===== src/rtl/inst_fetch_pkg.sv =====
// Shared types for the fetch unit: address width, fetch FSM encodings and fault cause codes.
package inst_fetch_pkg;

  localparam int ADDR_LEN = 32;

  typedef enum logic [2:0] {
    FS_IDLE  = 3'd0,
    FS_REQ   = 3'd1,
    FS_WAIT  = 3'd2,
    FS_DRAIN = 3'd3,
    FS_HOLD  = 3'd4
  } fetch_state_e;

  typedef enum logic [1:0] {
    FAULT_NONE     = 2'b00,
    FAULT_MISALIGN = 2'b01,
    FAULT_TIMEOUT  = 2'b10
  } fault_cause_e;

endpackage


===== src/rtl/fetch_timer.sv =====
// Saturating wait-cycle counter; expired is a registered-count compare, no added latency.
// Counts only while en is high; clr has priority and restarts the count at zero.
module fetch_timer #(
  parameter int TIMEOUT_CYCLES = 255
) (
  input  logic clk,
  input  logic rst_n,
  input  logic clr,
  input  logic en,
  output logic expired
);

  localparam int TW = $clog2(TIMEOUT_CYCLES + 1);
  localparam logic [TW-1:0] CNT_MAX  = TW'(TIMEOUT_CYCLES);
  localparam logic [TW-1:0] CNT_LAST = TW'(TIMEOUT_CYCLES - 1);

  logic [TW-1:0] cnt_q, cnt_d;

  always_comb begin
    cnt_d = cnt_q;
    if (clr) begin
      cnt_d = '0;
    end else if (en && (cnt_q != CNT_MAX)) begin
      cnt_d = cnt_q + TW'(1);
    end
  end

  always_ff @(posedge clk or negedge rst_n) begin
    if (!rst_n) begin
      cnt_q <= '0;
    end else begin
      cnt_q <= cnt_d;
    end
  end

  // >= rather than == so a drain entered at the last count still expires after saturation.
  assign expired = (cnt_q >= CNT_LAST);

endmodule


===== src/rtl/inst_fetch.sv =====
// Fetch unit: PC -> imem req/gnt/rvalid -> registered instruction/fault held for the decoder.
// Best case 2 cycles REQ->inst_valid; decoder backpressure holds the entry and stalls the PC.
module inst_fetch
  import inst_fetch_pkg::*;
#(
  parameter int TIMEOUT_CYCLES = 255
) (
  input  logic                clk,
  input  logic                rst_n,
  input  logic [ADDR_LEN-1:0] pc_i,
  input  logic                flush,
  output logic                pc_stall,
  output logic                imem_req,
  output logic [ADDR_LEN-1:0] imem_addr,
  input  logic                imem_gnt,
  input  logic                imem_rvalid,
  input  logic [31:0]         imem_rdata,
  output logic                inst_valid,
  input  logic                inst_ready,
  output logic [31:0]         inst_o,
  output logic [ADDR_LEN-1:0] inst_pc_o,
  output logic                inst_fault,
  output logic [1:0]          fault_cause
);

  fetch_state_e        state_q, state_d;
  logic [ADDR_LEN-1:0] fetch_pc_q, fetch_pc_d;
  logic                inst_valid_q, inst_valid_d;
  logic [31:0]         inst_q, inst_d;
  logic [ADDR_LEN-1:0] inst_pc_q, inst_pc_d;
  logic                inst_fault_q, inst_fault_d;
  fault_cause_e        fault_cause_q, fault_cause_d;
  logic                timer_clr, timer_en, timer_expired;
  logic                misaligned;

  assign misaligned = |pc_i[1:0];

  fetch_timer #(
    .TIMEOUT_CYCLES(TIMEOUT_CYCLES)
  ) u_fetch_timer (
    .clk     (clk),
    .rst_n   (rst_n),
    .clr     (timer_clr),
    .en      (timer_en),
    .expired (timer_expired)
  );

  always_comb begin
    state_d       = state_q;
    fetch_pc_d    = fetch_pc_q;
    inst_d        = inst_q;
    inst_pc_d     = inst_pc_q;
    inst_fault_d  = inst_fault_q;
    fault_cause_d = fault_cause_q;
    timer_clr     = 1'b0;
    timer_en      = 1'b0;

    case (state_q)
      FS_IDLE: state_d = FS_REQ;

      FS_REQ: begin
        // A grant seen alongside flush is void; the memory drops that request.
        if (!flush) begin
          if (misaligned) begin
            inst_d        = '0;
            inst_pc_d     = pc_i;
            inst_fault_d  = 1'b1;
            fault_cause_d = FAULT_MISALIGN;
            state_d       = FS_HOLD;
          end else if (imem_gnt) begin
            fetch_pc_d = pc_i;
            timer_clr  = 1'b1;
            state_d    = FS_WAIT;
          end
        end
      end

      FS_WAIT: begin
        timer_en = 1'b1;
        if (flush) begin
          state_d = FS_DRAIN;
        end else if (imem_rvalid) begin
          inst_d        = imem_rdata;
          inst_pc_d     = fetch_pc_q;
          inst_fault_d  = 1'b0;
          fault_cause_d = FAULT_NONE;
          state_d       = FS_HOLD;
        end else if (timer_expired) begin
          inst_d        = '0;
          inst_pc_d     = fetch_pc_q;
          inst_fault_d  = 1'b1;
          fault_cause_d = FAULT_TIMEOUT;
          state_d       = FS_HOLD;
        end
      end

      FS_DRAIN: begin
        timer_en = 1'b1;
        if (imem_rvalid || timer_expired) begin
          state_d = FS_REQ;
        end
      end

      FS_HOLD: begin
        if (flush || inst_ready) begin
          state_d = FS_REQ;
        end
      end

      default: state_d = FS_IDLE;
    endcase

    inst_valid_d = (state_d == FS_HOLD);
  end

  always_ff @(posedge clk or negedge rst_n) begin
    if (!rst_n) begin
      state_q       <= FS_IDLE;
      fetch_pc_q    <= '0;
      inst_valid_q  <= 1'b0;
      inst_q        <= '0;
      inst_pc_q     <= '0;
      inst_fault_q  <= 1'b0;
      fault_cause_q <= FAULT_NONE;
    end else begin
      state_q       <= state_d;
      fetch_pc_q    <= fetch_pc_d;
      inst_valid_q  <= inst_valid_d;
      inst_q        <= inst_d;
      inst_pc_q     <= inst_pc_d;
      inst_fault_q  <= inst_fault_d;
      fault_cause_q <= fault_cause_d;
    end
  end

  // PC is frozen across REQ/WAIT, so the address can come straight from pc_i.
  assign imem_req    = (state_q == FS_REQ) && !misaligned;
  assign imem_addr   = imem_req ? pc_i : '0;
  assign pc_stall    = !((inst_valid_q && inst_ready) || flush);
  assign inst_valid  = inst_valid_q;
  assign inst_o      = inst_q;
  assign inst_pc_o   = inst_pc_q;
  assign inst_fault  = inst_fault_q;
  assign fault_cause = fault_cause_q;

endmodule


===== config.mk =====
export PLATFORM = sky130hd
export DESIGN_NAME = inst_fetch
export DESIGN_NICKNAME = d
export VERILOG_FILES = /design/src/rtl/inst_fetch_pkg.sv /design/src/rtl/fetch_timer.sv /design/src/rtl/inst_fetch.sv
export SDC_FILE = /design/constraint.sdc
export NUM_CORES = 1
export LEC_CHECK = 0
export CAP_MARGIN = 20
export CORE_MARGIN = 2
export CORE_UTILIZATION = 25
export DETAILED_ROUTE_END_ITERATION = 10
export GPL_ROUTABILITY_DRIVEN = 1
export SLEW_MARGIN = 15
export SYNTH_ARGS = -nofsm -noshare
export SYNTH_HDL_FRONTEND = slang
export SYNTH_SLANG_ARGS = --single-unit

===== constraint.sdc =====
create_clock -name clk -period 2.2 [get_ports clk]
set_input_delay 0.44 -clock clk [delete_from_list [all_inputs] [get_ports clk]]
set_output_delay 0.44 -clock clk [all_outputs]
set_load 0.1 [all_outputs]

-- Word-level counts from Yosys, hierarchy flattened
Cells that the tools add are included.
- register bits after elaboration: 111
- output and inout bits: 102
- add/subtract/negate cells: 1
- $lt $le $gt $ge: 1
- eq/ne operators: 10
- mux-type cells: 41
- bitwise logic cells: 2
- reduce and logical (&&, ||, !) cells: 15
- operator list (operator ; number):
    32-bit two-way mux ; 11
    32-bit one-hot mux with 2 select lines ; 2
    3-bit two-way mux ; 8
    8-bit two-way mux ; 2
    3-bit one-hot mux with 5 select lines ; 1
    1-bit two-way mux ; 10
    2-bit two-way mux ; 5
    8-bit by 1-bit adder with 8-bit output, second input constant ; 1
    8-bit greater-or-equal comparator, second input constant ; 1
    8-bit inequality test, second input constant ; 1
    3-bit by 2-bit == test with 1-bit output, second input constant ; 2
    3-bit == test, second input constant ; 2
    2-bit inequality test, second input constant ; 3
    5-bit AND reduction ; 1
    2-bit one-hot mux with 2 select lines ; 1
    4-bit AND reduction ; 1
    2-bit nonzero test ; 2
    2-bit OR reduction ; 2
    3-bit by 1-bit == test with 1-bit output, second input constant ; 1
    1-bit logical AND ; 3
    3-bit zero test ; 1
    1-bit logical OR ; 3
    3-bit inequality test, second input constant ; 1
    1-bit zero test ; 2
    other kinds (2) ; 3

-- Depth between registers and ports, before layout
- depth after elaboration: 6
- depth in mapped cells: 8
- mapped depth without buffers: 6

-- By module
A second synthesis with hierarchy kept.
- cell total of the unflattened synthesis: 434
- area total of the unflattened synthesis: 5337.6 um^2
- modules (own cells, without submodules) (module ; instances ; cells each ; area each (um^2) ; seq. area each (um^2)):
    inst_fetch ; 1 ; 382 ; 4844.6 ; 2577.5
    fetch_timer ; 1 ; 52 ; 493.0 ; 200.2

-- Worst setup path after synthesis
OpenSTA, ideal clock, no wires.
- kind: reg-to-output
- start point: reg state_q[2]
- end point: out imem_req
- data arrival time: 2.874 ns
- data required time: 1.760 ns
- path slack: -1.114 ns
- stages on the path, launching flop included: 3
- buffers on the path: 0
- path through: dfrtp_1 > or3b_4 > nor3_1
- cells in the longest elaborated chain, start to end: 2
- RTL lines (what ; line ; source):
    start: declaration ; inst_fetch.sv:26 ; fetch_state_e state_q, state_d;
    start signal: assignment ; inst_fetch.sv:126 ; state_q <= state_d;
    3-bit by 1-bit == test with 1-bit output ; inst_fetch.sv:137 ; assign imem_req = (state_q == FS_REQ) && !misaligned;
    1-bit logical AND ; inst_fetch.sv:137 ;
    end: declaration ; inst_fetch.sv:13 ; output logic imem_req,
Every way passes these cells.

-- Worst setup path in the final report
- start point: reg state_q[1]
- end point: out imem_addr[9]
- cells in the longest elaborated chain, start to end: 3
- RTL lines (what ; line ; source):
    3-bit by 1-bit == test with 1-bit output ; inst_fetch.sv:137 ;
    1-bit logical AND ; inst_fetch.sv:137 ;
    32-bit two-way mux ; inst_fetch.sv:138 ; assign imem_addr = imem_req ? pc_i : '0;
    end: declaration ; inst_fetch.sv:14 ; output logic [ADDR_LEN-1:0] imem_addr,
Every way passes these cells.

==> out/qor.txt <==
RUN STATUS
--------------------------------------------------------------------------------------------------------
Status .................................................................................... finished clean

POWER
--------------------------------------------------------------------------------------------------------
Leak Pwr ..................................................................................   0.00373 µW
Power per cell area .......................................................................  1430 nW/µm²
Final Power ...............................................................................     11200 µW
Largest voltage drop on the vdd net .......................................................   0.000648 V

TIMING
--------------------------------------------------------------------------------------------------------
Number of endpoints with negative hold slack in the final report ..........................            0
Slew HR ...................................................................................        64.2%
Worst clock skew ..........................................................................   0.00740 ns
Setup-violating endpoint count in the final report ........................................            0
Max Slew Vio Count ........................................................................            0
Period utilisation layout .................................................................        97.8%
Post-route setup slack ....................................................................    0.0488 ns
Unrepaired setup endpoints after global routing ...........................................          yes
Maximum achievable frequency ..............................................................    0.465 GHz
Measured slew at the worst slew-check pin .................................................     0.537 ns
Final critical-path required period .......................................................      2.15 ns

GLOBAL ROUTE
--------------------------------------------------------------------------------------------------------
Final global-route overflow total .........................................................            0
Via count of the first global-routing pass ................................................         4065
Initial antenna violation count ...........................................................            0
Maximum number of pins on one net before global-route repair ..............................           42
Global-route usage over all layers ........................................................        13.2%
Global-route wire length before repair ....................................................     22300 µm

SETUP PATH
--------------------------------------------------------------------------------------------------------
Worst EP arrival ..........................................................................      1.71 ns
Max incr delay on CP ......................................................................      0.46 ns
Slowest library cell on the worst path ....................................................      dfrtp_2
Worst-path maximum fanout .................................................................           15
Startpoint kind of the worst setup timing path ............................................    flip-flop
Kind of critical path .....................................................................      reg2out
CP Capture Type ...........................................................................   output pin
Critical Path RT ..........................................................................      1.76 ns
Cell chain of the critical path ........................................................... nor3b_4 > buf_6 > and3_2 > buf_12

DRT
--------------------------------------------------------------------------------------------------------
Antenna violation net count after detailed routing ........................................            0
Total wire length .........................................................................     14000 µm
Number of detailed-route iterations in the first pass .....................................            4
DRC violations left .......................................................................            0
Starting DRC count in detailed routing ....................................................          162
Number of vias per cell ...................................................................         4.39
Vias ......................................................................................         3884
WL per Instance ...........................................................................      15.8 µm

LAYOUT
--------------------------------------------------------------------------------------------------------
Area overhead of the layout relative to synthesis .........................................        52.8%
Net count reported at finish ..............................................................          682
Layout cell share with drive strength beyond 1 ............................................        40.8%
Non-filler instance count after layout ....................................................          885
Most common cell after layout, fill and taps aside ........................................      dfrtp_1
Final instance area .......................................................................     7780 µm²
Antenna diode count .......................................................................            0
Number of inserted filler cells in the final layout .......................................         1912
Leading cell types in the layout, fill and taps excluded .................................. dfrtp_1, nand2_1, buf_4, clkdlybuf4s50_1, buf_12

LOGIC SYNTHESIS
--------------------------------------------------------------------------------------------------------
Number of distinct standard cells referenced by the synthesized netlist ...................           40
Library cell occupying the most area in the post-synthesis netlist ........................      dfrtp_1
Number of synthesized register bits .......................................................          111
Ys Warns ..................................................................................            0
Cell types occupying the most area after synthesis ........................................ dfrtp_1, mux2_4, nand2_1
Fraction of the yosys area taken by sequential cells ......................................        54.5%
Post-Synthesis Cells ......................................................................          435
Mean cell area of the mapped netlist ......................................................     11.7 µm²
Netlist area before placement .............................................................     5090 µm²
Top-area cell type share of the netlist area ..............................................        54.5%

CLOCK TREE
--------------------------------------------------------------------------------------------------------
Clock tree from TritonCTS .................................................................        built
Root Buffer ...............................................................................    clkbuf_16
Number of buffers added to fix hold violations after cts ..................................            0
Clock tree buffer depth ...................................................................            2
Post-CTS clock slew at the launch and capture registers of the worst setup and hold paths .      0.08 ns
Clock sink count ..........................................................................          111
H-tree depth ..............................................................................            3
Source-to-sink clock delay at the later pin of the worst-skew pair ........................      0.36 ns
CTS buffer count ..........................................................................            9

DIE
--------------------------------------------------------------------------------------------------------
I/O pin cnt ...............................................................................          172
Standard-cell row count ...................................................................           52
Overall die area ..........................................................................    21500 µm²
Effective utilization at floorplan ........................................................        25.3%
Area of the core region ...................................................................    20100 µm²
Die Y .....................................................................................       147 µm
Width of the die ..........................................................................       147 µm

RUN
--------------------------------------------------------------------------------------------------------
Max-capacitance violation count ...........................................................            0

PLACED DESIGN
--------------------------------------------------------------------------------------------------------
Post-Place Setup Slack ....................................................................   -0.0522 ns
Number of cells in the design after placement .............................................          867
Final Wtd Congestion ......................................................................        0.725
Number of port buffers ....................................................................          169
Area post-placement .......................................................................     7450 µm²
HPWL after detailed placement .............................................................     10100 µm

WORST HOLD PATH
--------------------------------------------------------------------------------------------------------
Class of the worst hold path ..............................................................     in2async

## logic make-up after synthesis
| kind of cell | share of synthesized area [%] |
|---|---|
| AO/OA/AOI/OAI | 7.86 |
| XOR/XNOR | 0.516 |
| adder cells (fa/ha/maj) | 0.491 |
| buffers and inverters | 3.78 |
| flip-flops | 54.5 |
| multiplexers | 17.4 |
| other | 0.0736 |
| AND/OR/NAND/NOR | 15.3 |
## Yosys cell counts (all sizes together)
cell	count
a211oi	1
a21oi	7
a22o	32
and2	3
and2b	1
and3	32
and4	1
buf	16
clkbuf	15
conb	1
dfrtp	111
ha	2
inv	3
mux2	65
mux2i	3
nand2	99
nand2b	2
nand3	3
nand4	2
nor2	12
nor2b	1
nor3	6
nor3b	1
nor4b	1
o2111ai	1
o211ai	2
o21a	2
o21ai	3
o31ai	2
or3b	1
or4	1
xnor2	1
xor2	2
## worst max-delay path, delay by kind of cell (launching register included)
family	cells	cell delay, ns
buf+inv	2	0.38
simple gates	2	0.51
flops	1	0.46
## state kept, by name, summed over array words and instances, names as in the netlist
register             cells
inst_valid               1
fetch_pc_q              32
inst_pc_o               32
state_q                  3
u_fetch_timer.cnt_q      8
inst_o                  32
inst_fault               1
fault_cause              2
## where the power goes
group	internal [µW]	switching [µW]	total, µW
clock	796	827	1620
combinational	1910	4360	6280
sequential	2760	500	3260
## through the flow
stage	setup TNS, ns	util (%)	hold slack [ns]
floorplan	-0.252	-	0.144
finish	0	38.7	0.0583
global placement	-0.176	37.1	0.452
detailed placement	-0.805	37.1	0.457
global route	-0.0818	38.7	0.0800
CTS	0	38.5	0.0712
## routing by layer
layer | up-vias | part of all wire (%) | track usage [%]
met5 | - | 0 | 0
met4 | 0 | 1.1 | 4.08
met2 | 139 | 47 | 21.1
li1 | 1858 | - | -
met3 | 10 | 7.4 | 4.10
met1 | 1877 | 45 | 17.2
## path summary, 6_finish.rpt
kind	startpoint	end	slack, ns	cells past startpoint
worst max-delay path	state_q[1]	imem_addr[9]	0.05	4
worst min-delay path	rst_n	inst_pc_o[23]	0.06	1
worst max register to register	state_q[2]	inst_o[9]	0.23	6
worst min register to register	fetch_pc_q[26]	fetch_pc_q[26]	0.47	2
max in group asynchronous	rst_n	inst_pc_o[2]	1.39	2
min in group clk	fetch_pc_q[26]	fetch_pc_q[26]	0.47	2
## layout make-up
class / count / area (µm²) / share of cell area (%)
clock inverter: 7 / 63.8 / 0.820
timing repair buffer: 194 / 2150 / 27.6
multi-input combinational: 291 / 2220 / 28.5
tap: 270 / 338 / 4.34
clock buffer: 9 / 225 / 2.89
sequential: 111 / 2780 / 35.7
inverter: 3 / 11.3 / 0.145
## what timing repair did
action / 4_1_cts / 5_1_grt
endpoints found under the setup margin: 0 / 31
hold endpoints to repair: 0 / 0
gates resized for setup: 0 / 9
buffers inserted: 0 / 1
Power figures use the tool's default switching activity.
